File: config.mk
export PLATFORM = sky130hd
export DESIGN_NAME = interrupt_controller_flat
export DESIGN_NICKNAME = d
export VERILOG_FILES = /design/src/rtl/interrupt_controller_if.sv /design/src/rtl/interrupt_controller.sv /design/src/flat_wrapper.sv
export SDC_FILE = /design/constraint.sdc
export NUM_CORES = 1
export LEC_CHECK = 0
export CAP_MARGIN = 5
export CORE_UTILIZATION = 40
export CTS_CLUSTER_SIZE = 20
export DETAILED_ROUTE_END_ITERATION = 12
export DONT_BUFFER_PORTS = 1
export GPL_TIMING_DRIVEN = 0
export PLACE_DENSITY = 0.62
export SYNTH_ARGS = -nofsm -noshare
export SYNTH_HDL_FRONTEND = slang
export SYNTH_SLANG_ARGS = --single-unit
export TNS_END_PERCENT = 50
File: constraint.sdc
create_clock -name clock -period 2.13 [get_ports clock]
set_input_delay 0.213 -clock clock [delete_from_list [all_inputs] [get_ports clock]]
set_output_delay 0.213 -clock clock [all_outputs]
set_load 0.01 [all_outputs]
File: src/rtl/interrupt_controller_if.sv
// Bus between the interrupt controller and the CPU / device side.
//
// Handshake: the controller raises interrupt_r (or NON_maskable_interrupt)
// as a level request and holds int_vector stable while it is high. The CPU
// accepts by driving INA high; the request falls on the clock edge that
// samples INA high. INA seen when no request is up is ignored. Service ends
// with a single-cycle eoi strobe, honoured only while in_service is high.
interface interrupt_controller_if;
  logic [7:0] irq_in;
  logic       nmi_in;
  logic       mask_we;
  logic [7:0] mask_wdata;
  logic       CPU_busy;
  logic       INA;
  logic       eoi;
  logic       interrupt_r;
  logic       NON_maskable_interrupt;
  logic [2:0] int_vector;
  logic [7:0] pending;
  logic       in_service;

  // Device/CPU side
  modport master (
    output irq_in, nmi_in, mask_we, mask_wdata, CPU_busy, INA, eoi,
    input  interrupt_r, NON_maskable_interrupt, int_vector, pending, in_service
  );

  // Controller side
  modport slave (
    input  irq_in, nmi_in, mask_we, mask_wdata, CPU_busy, INA, eoi,
    output interrupt_r, NON_maskable_interrupt, int_vector, pending, in_service
  );
endinterface

File: src/rtl/interrupt_controller.sv
// Eight-source prioritised interrupt controller with one non-maskable input.
// Sources are rising-edge detected into a pending register; the lowest
// enabled pending index is requested. An NMI pre-empts a maskable service
// one level deep and the interrupted service resumes on the NMI's eoi.
module interrupt_controller #(
  parameter int ACK_TIMEOUT = 16
) (
  input  logic                  clock,
  input  logic                  reset_n,
  interrupt_controller_if.slave bus,
  output logic [2:0]            state_dbg,
  output logic [7:0]            mask_dbg
);

  typedef enum logic [2:0] {
    IDLE        = 3'd0,
    REQ         = 3'd1,
    SERVICE     = 3'd2,
    NMI_REQ     = 3'd3,
    NMI_SERVICE = 3'd4
  } state_t;

  localparam logic [7:0] TIMEOUT_LAST = 8'(ACK_TIMEOUT - 1);

  state_t     state, state_next;
  logic [7:0] pending_q, pending_d;
  logic       nmi_pending_q, nmi_pending_d;
  logic       suspended_q, suspended_d;
  logic [2:0] vec_q, vec_d;
  logic [7:0] wait_q, wait_d;
  logic [7:0] mask_q;
  logic [7:0] irq_hist;
  logic       nmi_hist;
  logic       hist_valid;
  logic [7:0] irq_rise;
  logic       nmi_rise;
  logic [7:0] enabled;
  logic [2:0] lowest;

  // Edges only count once the history has been loaded after reset, so that
  // levels already high at release are not mistaken for new requests.
  assign irq_rise = hist_valid ? (bus.irq_in & ~irq_hist) : 8'h00;
  assign nmi_rise = hist_valid & bus.nmi_in & ~nmi_hist;
  assign enabled  = pending_q & mask_q;

  // Lowest enabled index wins (bit 0 is highest priority).
  always_comb begin
    lowest = 3'd0;
    for (int i = 7; i >= 0; i--) begin
      if (enabled[i]) lowest = 3'(i);
    end
  end

  // Input history for edge detection.
  always_ff @(posedge clock or negedge reset_n) begin
    if (!reset_n) begin
      irq_hist   <= 8'h00;
      nmi_hist   <= 1'b0;
      hist_valid <= 1'b0;
    end else begin
      irq_hist   <= bus.irq_in;
      nmi_hist   <= bus.nmi_in;
      hist_valid <= 1'b1;
    end
  end

  // Mask register; all sources enabled out of reset.
  always_ff @(posedge clock or negedge reset_n) begin
    if (!reset_n) mask_q <= 8'hFF;
    else if (bus.mask_we) mask_q <= bus.mask_wdata;
  end

  // FSM state and the bookkeeping registers it owns.
  always_ff @(posedge clock or negedge reset_n) begin
    if (!reset_n) begin
      state         <= IDLE;
      pending_q     <= 8'h00;
      nmi_pending_q <= 1'b0;
      suspended_q   <= 1'b0;
      vec_q         <= 3'd0;
      wait_q        <= 8'h00;
    end else begin
      state         <= state_next;
      pending_q     <= pending_d;
      nmi_pending_q <= nmi_pending_d;
      suspended_q   <= suspended_d;
      vec_q         <= vec_d;
      wait_q        <= wait_d;
    end
  end

  // Next state; new edges are ORed in last so a set beats a same-edge clear.
  always_comb begin
    state_next    = state;
    pending_d     = pending_q;
    nmi_pending_d = nmi_pending_q;
    suspended_d   = suspended_q;
    vec_d         = vec_q;
    wait_d        = wait_q;
    case (state)
      IDLE: begin
        if (nmi_pending_q) begin
          state_next = NMI_REQ;
        end else if ((|enabled) && !bus.CPU_busy) begin
          state_next = REQ;
          vec_d      = lowest;
          wait_d     = 8'h00;
        end
      end
      REQ: begin
        if (bus.INA) begin
          state_next       = SERVICE;
          pending_d[vec_q] = 1'b0;
        end else if (nmi_pending_q) begin
          state_next = NMI_REQ;
        end else if (wait_q == TIMEOUT_LAST) begin
          state_next = IDLE;
        end else begin
          wait_d = wait_q + 8'd1;
        end
      end
      SERVICE: begin
        if (bus.eoi) begin
          state_next = IDLE;
        end else if (nmi_pending_q) begin
          state_next  = NMI_REQ;
          suspended_d = 1'b1;
        end
      end
      NMI_REQ: begin
        if (bus.INA) begin
          state_next    = NMI_SERVICE;
          nmi_pending_d = 1'b0;
        end
      end
      NMI_SERVICE: begin
        if (bus.eoi) begin
          if (suspended_q) begin
            state_next  = SERVICE;
            suspended_d = 1'b0;
          end else begin
            state_next = IDLE;
          end
        end
      end
      default: state_next = IDLE;
    endcase
    pending_d     = pending_d | irq_rise;
    nmi_pending_d = nmi_pending_d | nmi_rise;
  end

  assign bus.interrupt_r            = (state == REQ);
  assign bus.NON_maskable_interrupt = (state == NMI_REQ);
  assign bus.in_service             = (state == SERVICE) || (state == NMI_SERVICE);
  assign bus.int_vector             = vec_q;
  assign bus.pending                = pending_q;
  assign state_dbg                  = state;
  assign mask_dbg                   = mask_q;

endmodule

File: src/flat_wrapper.sv
// flat-port wrapper written by rule: the top's interface ports become plain ports
module interrupt_controller_flat 
#(
  parameter int ACK_TIMEOUT = 16
)
  (clock, reset_n, state_dbg, mask_dbg, bus_irq_in, bus_nmi_in, bus_mask_we, bus_mask_wdata, bus_CPU_busy, bus_INA, bus_eoi, bus_interrupt_r, bus_NON_maskable_interrupt, bus_int_vector, bus_pending, bus_in_service);
  interrupt_controller_if bus_i ();
  input  logic clock;
  input  logic reset_n;
  output logic [2:0] state_dbg;
  output logic [7:0] mask_dbg;
  input wire logic [$bits(bus_i.irq_in)-1:0] bus_irq_in;
  input wire logic [$bits(bus_i.nmi_in)-1:0] bus_nmi_in;
  input wire logic [$bits(bus_i.mask_we)-1:0] bus_mask_we;
  input wire logic [$bits(bus_i.mask_wdata)-1:0] bus_mask_wdata;
  input wire logic [$bits(bus_i.CPU_busy)-1:0] bus_CPU_busy;
  input wire logic [$bits(bus_i.INA)-1:0] bus_INA;
  input wire logic [$bits(bus_i.eoi)-1:0] bus_eoi;
  output wire logic [$bits(bus_i.interrupt_r)-1:0] bus_interrupt_r;
  output wire logic [$bits(bus_i.NON_maskable_interrupt)-1:0] bus_NON_maskable_interrupt;
  output wire logic [$bits(bus_i.int_vector)-1:0] bus_int_vector;
  output wire logic [$bits(bus_i.pending)-1:0] bus_pending;
  output wire logic [$bits(bus_i.in_service)-1:0] bus_in_service;
  assign bus_i.irq_in = bus_irq_in;
  assign bus_i.nmi_in = bus_nmi_in;
  assign bus_i.mask_we = bus_mask_we;
  assign bus_i.mask_wdata = bus_mask_wdata;
  assign bus_i.CPU_busy = bus_CPU_busy;
  assign bus_i.INA = bus_INA;
  assign bus_i.eoi = bus_eoi;
  assign bus_interrupt_r = bus_i.interrupt_r;
  assign bus_NON_maskable_interrupt = bus_i.NON_maskable_interrupt;
  assign bus_int_vector = bus_i.int_vector;
  assign bus_pending = bus_i.pending;
  assign bus_in_service = bus_i.in_service;
  interrupt_controller #(.ACK_TIMEOUT(ACK_TIMEOUT)) u_core (.clock(clock), .reset_n(reset_n), .bus(bus_i), .state_dbg(state_dbg), .mask_dbg(mask_dbg));
endmodule
==> run metrics, run 1 <==
Clock Latency Late Sink about 0.3 ns; clock tree buffer depth 2; Yosys warning count 0; worst-margin pin slew around 0.5 ns; mapped cell area just under 2000 sq um; Synth-to-Final Area Change 17.2%; layout cells sized above 1 18.8%; cell chosen for the clock root clkbuf_8; Final Max Slew Viols 0; largest area contributor in the netlist dfrtp_1; port bufs 0; crit path kind reg2reg; Clock Power Share between 20% and 30%; RSZ-0062 raised after global routing no; synth unique cells 44; vias in the first global route 1474; sw frac 38.0%; outcome completed; GR Util All Layers 17.7%; Setup crit start kind register; wire per inst 15.9 um; Final Setup Violations 0; DR vias/cell 5.51; Pint 1770 uW; slowest stage delay, CP ~0.54 ns; first-pass GRT wire length 7000 um; Worst Setup End Kind register; sequential power share 46.7%; floorplan core area 4750 sq um; Post-DRT Antenna Nets 0; Post-synth ARST share between 90% and 100%; Slowest-stage cell, CP or4_1; Row Count 25; Main synth FF type dfrtp_1; io pins 48; Area after DPL between 2000 and 2500 sq um; Vias about 1500; multi-input logic area roughly 850 sq um; clock slew at the register clock pins of the worst setup and hold paths 0.08 ns; finished layout cell area 2320 sq um; drt first-iter violations 51; Critical Path RT 2.34 ns; nets 231; worst-case clock skew ~0.0081 ns; GP Congestion around 0.80; Overflow after GRT 0; Switching Power around 1100 uW; sequential share of the synthesized area 53.6%; Hold Path Class in2reg; Fin. Hold Viols 0; Synth area leaders dfrtp_1, dfstp_2, mux2_2; Fin Setup TNS 0 ns; Final period util 92.5%; DIE WIDTH 72.3 um; filler cell count 452; antenna cells 0; post-layout util 48.8%; number of antenna violations at the first check in global routing 0; FF+latch count, synth between 40 and 50; Post-Syn Instances 186; largest net degree at the start of global routing 43; cts bufs inserted 5; Lkg Pwr 0.000901 uW; Die Area 5230 sq um; FMAX ~0.5 GHz; Cell Chain, Critical Path buf_6 -> nor3b_4 -> o211ai_4 -> or4_1 -> o221ai_1; Initial Utilization a little over two fifths; Die Ht 72.3 um; CTS tree built; Tmin final slightly below 2 ns; VDD IR max 0.000484 V; WL final 4360 um; top-area cell type share of the netlist area about 43%; Post-synth EDFFs 0; Combinational Power Share 31.3%; Final HPWL DP just over 3000 um; htree depth 2; synthesized net count 210; max_cap viols 0; storage element area 1060 sq um; CP arrival 2.18 ns; drt first pass iters 4; crit path max fanout 10; Worst slew margin 65.9%; Syn Area/Cell 10.6 sq um; post-cts resize count 0; DRC violations left 0; PwrDens 1230 nW/um^2; clk sink count 42
-- worst paths after layout --
| path | startpoint | endpoint | slack, ns | cells after the start |
|---|---|---|---|---|
| worst max-delay path | u_core.state_dbg[2] | u_core.wait_q[7] | 0.16 | 5 |
| worst min-delay path | bus_irq_in[6] | u_core.bus.pending[6] | 0.04 | 2 |
| worst max register to register | u_core.state_dbg[2] | u_core.wait_q[7] | 0.16 | 5 |
| worst min register to register | u_core.nmi_hist | u_core.nmi_pending_q | 0.43 | 1 |
| max in group asynchronous | reset_n | u_core.mask_dbg[4] | 1.47 | 2 |
| min in group asynchronous | reset_n | u_core.state_dbg[2] | 0.39 | 2 |
-- metrics by stage --
stage | std cells | power, uW | hold slack [ns] | worst slack, ns
after CTS | 272 | 2870 | 0.0359 | 0.0997
final | 275 | 2860 | 0.0413 | 0.159
after floorplan | 186 | 1980 | -0.0826 | 0.342
after global placement | 253 | 2160 | -0.0814 | 0.165
after global routing | 275 | 3060 | 0.0442 | 0.0335
after detailed placement | 253 | 2200 | -0.0811 | 0.119
-- layer usage --
| layer | vias to the layer above | track usage, % | part of all wire, % |
|---|---|---|---|
| li1 | 715 | - | - |
| met2 | 49 | 29.7 | 52 |
| met1 | 743 | 21.6 | 42 |
| met4 | 0 | 6.54 | 1.4 |
| met3 | 7 | 5.28 | 4.6 |
| met5 | - | 0 | 0 |
-- synth_stat cells (2+ instances only) --
library cell and count:
o22ai_1 3, and2_1 2, o21ai_0 17, a21oi_1 4
or2_2 2, inv_1 5, nand2_1 26, mux2_2 9
nor2_1 5, o211ai_1 3, a31oi_1 2, o21ai_1 3
o31a_1 3, clkbuf_1 5, a22oi_1 5, o31ai_1 2
nand3_1 8, or4_1 3, buf_6 3, nand2b_1 5
nand3b_1 8, dfrtp_1 34, dfstp_2 8
-- critical path, delay by kind of cell, from the launching register on --
kind | cells | cell delay [ns]
and+or+nand+nor | 2 | 0.99
DFF | 1 | 0.43
buffers and inverters | 1 | 0.16
AOI/OAI and AO/OA | 2 | 0.29
-- cells in the final DEF, fill, tap and decap left out, drive strengths merged, types with 3 or more instances in the layout --
cell         Yosys  final
nand2b           5      5
mux2             9      9
o31a             3      3
nand2           26     26
dfrtp           34     34
dfstp            8      8
o22ai            3      3
nand3            8      8
nor2             6      6
o21ai           20     20
a22oi            5      5
a21oi            4      4
or4              3      3
o211ai           5      5
buf              3      7
clkbuf           5     10
inv              5      5
nand3b           8      8
dlygate4sd3      0     10
-- registers in the layout, indices dropped and copies added, names as in the netlist --
| register | count |
|---|---|
| u_core.nmi_pending_q | 1 |
| u_core.state_dbg | 3 |
| u_core.hist_valid | 1 |
| u_core.suspended_q | 1 |
| u_core.mask_dbg | 8 |
| u_core.nmi_hist | 1 |
| u_core.irq_hist | 8 |
| u_core.bus.int_vector | 3 |
| u_core.bus.pending | 8 |
| u_core.wait_q | 8 |
-- power by group through the flow --
| stage | clock network [uW] | logic (uW) | registers (uW) |
|---|---|---|---|
| 3_3_place_gp | 0 | 815 | 1340 |
| 5_1_grt | 681 | 1020 | 1360 |
| 4_1_cts | 645 | 891 | 1340 |
| 6_report | 630 | 893 | 1330 |
| 3_5_place_dp | 0 | 851 | 1350 |
| 2_1_floorplan | 0 | 713 | 1270 |
-- area by class of cell --
class,instances,share of cell area (%)
Inverter,5,0.809
Sequential cell,42,45.8
Clock inverter,3,1.94
Multi-Input combinational cell,131,36.5
Timing Repair Buffer,14,6.15
Tap cell,67,3.62
Buffer,8,2.27
Clock buffer,5,2.97
-- what timing repair did --
action	CTS	global route
hold buffers	11	0
hold endpoints to repair	51	0
endpoints found under the setup margin	0	2
setup buffers	0	3
-- cell families (layout without fill, tap and decap cells) --
logic type | count (synthesis) | in the layout | synth area share (%)
other | 1 | 1 | 0.190
flip-flops | 42 | 42 | 53.6
multiplexers | 9 | 9 | 5.12
AND/OR/NAND/NOR | 66 | 66 | 17.8
XOR/XNOR | 1 | 1 | 0.443
buffers and inverters | 13 | 35 | 3.61
adder cells (fa/ha/maj) | 1 | 1 | 0.632
AO/OA/AOI/OAI | 53 | 53 | 18.5
Power figures use the tool's default switching activity.
==> run 2: changes to the inputs <==
Settings changed: CORE_UTILIZATION 40 to 26, CTS_CLUSTER_DIAMETER set to 60, PLACE_DENSITY 0.62 to 0.47, SKIP_LAST_GASP set to 1.
==> run 2 against run 1 <==
  * Worst hold slack improved by 0.0052 ns
  * Largest cell class unchanged
  * Sequential share of layout area decreased by 0.099 points
  * Final cell count increased by 11%
  * Worst setup slack worse by 0.0033 ns
  * Clock power decreased by 17%
  * Via count shrank 4.0%
  * Critical path depth unchanged
==> run metrics, run 2 (synthesis results as in run 1) <==
outcome completed; Lkg Pwr 0.000891 uW; drt first pass iters 4; Worst Setup End Kind register; worst flop-to-flop path startpoint u_core.state_dbg[2]; Hold Path Class in2reg; post-cts resize count 0; Die Ht between 80 and 90 um; nets 229; r2r worst-path depth 5; antenna cells 0; Area after DPL ~2100 sq um; clock tree buffer depth 2; Critical Path RT approximately 2.3 ns; min-delay src bus_irq_in[6]; Worst slew margin 63.9%; Worst Hold Path EP u_core.bus.pending[6]; crit path kind reg2reg; GP Congestion 0.778; htree depth 2; crit path max fanout 10; Fin Setup TNS 0 ns; drt first-iter violations between 80 and 90; CTS tree built; DIE WIDTH 89.2 um; Overflow after GRT 0; worst-margin pin slew around 0.54 ns; CP arrival 2.18 ns; most frequent cells in the layout dfrtp_1, nand2_1, o21ai_0; first-pass GRT wire length 7500 um; Die Area 7960 sq um; max_cap viols 0; DRC violations left 0; Synth-to-Final Area Change 17.5%; number of antenna violations at the first check in global routing 0; WL final 4610 um; Vias 1454; DR vias/cell 4.77; wire per inst 15.1 um; Clock Latency Late Sink 0.30 ns; Initial Utilization 27.1%; hold depth 2; floorplan core area ~7300 sq um; setup slack after layout 0.156 ns; setup slack, reg-to-reg ~0.16 ns; Final HPWL DP between 3000 and 4000 um; vias in the first global route 1530; clk sink count 42; PwrDens roughly 1200 nW/um^2; clock slew at the register clock pins of the worst setup and hold paths 0.09 ns; Worst R2R End u_core.wait_q[7]; cell chosen for the clock root clkbuf_8; Final Setup Violations 0; FMAX 0.506 GHz; DP Worst Slack roughly 0.12 ns; Final Max Slew Viols 0; finished layout cell area 2320 sq um; RSZ-0062 raised after global routing no; io pins 48; cts bufs inserted 5; Fin. Hold Viols 0; Post-DRT Antenna Nets 0; worst-case clock skew 0.0116 ns; Setup crit start kind register; Final period util 92.7%; Row Count 31; largest net degree at the start of global routing 43; commonest non-fill, non-tap cell in the layout dfrtp_1; port bufs 0; VDD IR max 0.000391 V; Tmin final a little under 2 ns; GR Util All Layers 12.8%; layout cells sized above 1 17.5%
==> run 2: worst max-delay path: stages (launching register included) <==
cell and delay (ns):
dfrtp_1 0.43, buf_6 0.16, nor3b_4 0.46, o211ai_4 0.20, or4_1 0.53, o221ai_1 0.09
==> run 2: worst max path at each step <==
| stage | from | to | slack, ns | depth (start not counted) |
|---|---|---|---|---|
| finish | u_core.state_dbg[2] | u_core.wait_q[7] | 0.16 | 5 |
| global route | u_core.state_dbg[2] | u_core.wait_q[7] | 0.003 | 5 |
| CTS | u_core.state_dbg[2] | u_core.wait_q[7] | 0.09 | 5 |
| detailed placement | u_core.state_dbg[2] | u_core.wait_q[7] | 0.12 | 5 |
| global placement | u_core.state_dbg[2] | u_core.wait_q[7] | 0.13 | 5 |
| floorplan | u_core.state_dbg[2] | u_core.wait_q[5] | 0.34 | 5 |
==> run 2: through the flow <==
step | hold slack [ns] | util [%] | power [uW] | cells
4_1_cts | 0.0380 | 31.8 | 2770 | 304
5_1_grt | 0.0437 | 31.9 | 2950 | 305
3_3_place_gp | -0.0818 | 28.8 | 2200 | 285
6_report | 0.0465 | 31.9 | 2730 | 305
3_5_place_dp | -0.0816 | 28.8 | 2200 | 285
2_1_floorplan | -0.0826 | - | 1980 | 186
==> run 2: power by group <==
| group | total [uW] | internal, uW | switching, uW |
|---|---|---|---|
| Clock | 523 | 232 | 291 |
| Sequential | 1330 | 1010 | 316 |
| Combinational | 880 | 405 | 475 |
| Total | 2730 | 1650 | 1080 |
==> run 2: area by class of cell <==
class                      count  area [sq um]
sequential                    42          1060
timing repair buffer          12           135
buffer                         8          52.6
tap                           99           124
multi-input combinational    131           846
clock buffer                   6          72.6
clock inverter                 2          13.8
inverter                       5          18.8
fill                         768          4970
==> run 2: repair_timing <==
action / CTS / global route
hold buffers: 11 / 0
setup endpoints to repair: 0 / 1
buffers inserted: 0 / 1
hold endpoints to repair: 51 / 0
==> run 2: per-layer routing <==
metal | part of all wire, % | up-vias | track usage, %
met3 | 7.8 | 7 | 4.99
met5 | 0 | - | 0
met1 | 46 | 689 | 15.9
met2 | 45 | 46 | 19.9
li1 | - | 712 | -
met4 | 1.5 | 0 | 5.19
==> run 3: changes to the inputs <==
Settings changed: HOLD_SLACK_MARGIN set to 0.15.
==> run 3 against run 2 <==
  * Utilization is 1.4 points higher
  * Via count is 3.6% higher
  * First-iteration DRC count is 6.0% lower
  * Worst hold slack better by 0.18 ns
  * Final cell count is 3.3% higher
  * Total power is 0.63% higher
  * Worst setup slack better by 0.0014 ns
  * Fmax hardly changed
  * Clock power hardly changed
  * Clock-buffer cell count stayed put
  * Highest routed layer unchanged
  * Sequential power hardly changed
  * Sequential share of layout area is 1.9 points lower
==> run metrics, run 3 (synthesis results as in run 1) <==
outcome completed; max_cap viols 0; Final HPWL DP around 3200 um; Synth-to-Final Area Change 22.5%; RSZ-0062 raised after global routing no; Final Power 2750 uW; Final period util 92.6%; Overflow after GRT 0; crit path kind reg2reg; crit path max fanout 10; GR Util All Layers 12.9%; layout cells sized above 1 16.7%; port bufs 0; nets ~240; filler cell count 771; Vias 1506; clk sink count 42; number of antenna violations at the first check in global routing 0; VDD IR max 0.000396 V; PwrDens approximately 1100 nW/um^2; DR vias/cell 4.78; vias in the first global route 1567; wire per inst 14.8 um; WL final 4650 um; clock slew at the register clock pins of the worst setup and hold paths 0.09 ns; clock tree buffer depth 2; Die Ht roughly 89 um; floorplan core area roughly 7300 sq um; Setup crit start kind register; cts bufs inserted 5; CP arrival about 2.2 ns; FMAX 0.507 GHz; Hold Path Class in2reg; antenna cells 0; io pins 48; Die Area around 8000 sq um; CTS tree built; drt first pass iters 4; worst-case clock skew 0.0122 ns; Initial Utilization 27.1%; Final Setup Violations 0; Area after DPL roughly 2100 sq um; post-layout util about a third; min-delay src bus_CPU_busy; commonest non-fill, non-tap cell in the layout dfrtp_1; htree depth 2; Post-DRT Antenna Nets 0; drt first-iter violations a little under 80; finished layout cell area between 2000 and 2500 sq um; Worst Setup End Kind register; Critical Path RT 2.33 ns; cell chosen for the clock root clkbuf_8; storage element area 1060 sq um; most frequent cells in the layout dfrtp_1, nand2_1, dlygate4sd3_1; Final Max Slew Viols 0; worst-margin pin slew between 0.5 and 0.6 ns; Row Count 31; Fin Setup TNS 0 ns; multi-input logic area about 850 sq um; Tmin final 1.97 ns; Fin. Hold Viols 0; worst flop-to-flop path startpoint u_core.state_dbg[2]; post-cts resize count 0; DIE WIDTH 89.2 um; Lkg Pwr 0.000933 uW; GP Congestion 0.778; Clock Latency Late Sink 0.30 ns; largest net degree at the start of global routing 43; CP startpoint u_core.state_dbg[2]; DRC violations left 0; Worst slew margin 63.4%; first-pass GRT wire length 7600 um
run 3: cell types whose count changed in the layout (fill, tap and decap cells not counted):
cell,before,now
dlygate4sd3_1,10,20
run 3: layer usage:
layer,global-route usage [%],up-vias,part of all wire (%)
met5,0,-,0
met4,4.47,0,1.6
met3,4.99,6,7.4
met2,20.6,54,46
met1,15.9,714,45
li1,-,732,-
run 3: worst max-delay path: stages (launching register included):
cell and delay (ns):
dfrtp_1 0.43, buf_6 0.16, nor3b_4 0.46, o211ai_4 0.20, or4_1 0.53, o221ai_1 0.09
run 3: worst paths after layout:
path | cells after the start | to | slack, ns
max | 5 | u_core.wait_q[7] | 0.16
min | 4 | u_core.wait_q[0] | 0.23
max reg2reg | 5 | u_core.wait_q[7] | 0.16
min reg2reg | 1 | u_core.bus.pending[6] | 0.44
max in group asynchronous | 2 | u_core.mask_dbg[4] | 1.44
min in group asynchronous | 2 | u_core.state_dbg[2] | 0.40
run 3: power by group:
| group | internal (uW) | switching (uW) |
|---|---|---|
| registers | 1010 | 317 |
| clock network | 232 | 290 |
| logic | 418 | 480 |
| total | 1660 | 1090 |
run 3: per-stage QoR:
| stage | setup slack [ns] | hold slack, ns | cells |
|---|---|---|---|
| final | 0.157 | 0.231 | 315 |
| after global routing | 0.00328 | 0.241 | 315 |
| after CTS | 0.0883 | 0.212 | 314 |
| after detailed placement | 0.117 | -0.0816 | 285 |
| after global placement | 0.128 | -0.0818 | 285 |
| after floorplan | 0.342 | -0.0826 | 186 |
run 3: cell type report:
class                   instances  area share, %
plain buffers                   8           2.17
clock buffers                   6           2.99
clock inverters                 2          0.568
inverters                       5          0.774
multi-input cells             131           34.9
flip-flops and latches         42           43.8
well taps                      99           5.11
repair buffers                 22           9.71
run 3: timing repair:
item	in CTS	in global routing
endpoints found under the setup margin	0	1
hold buffers	21	0
hold endpoints to repair	71	0
buffers inserted	0	1
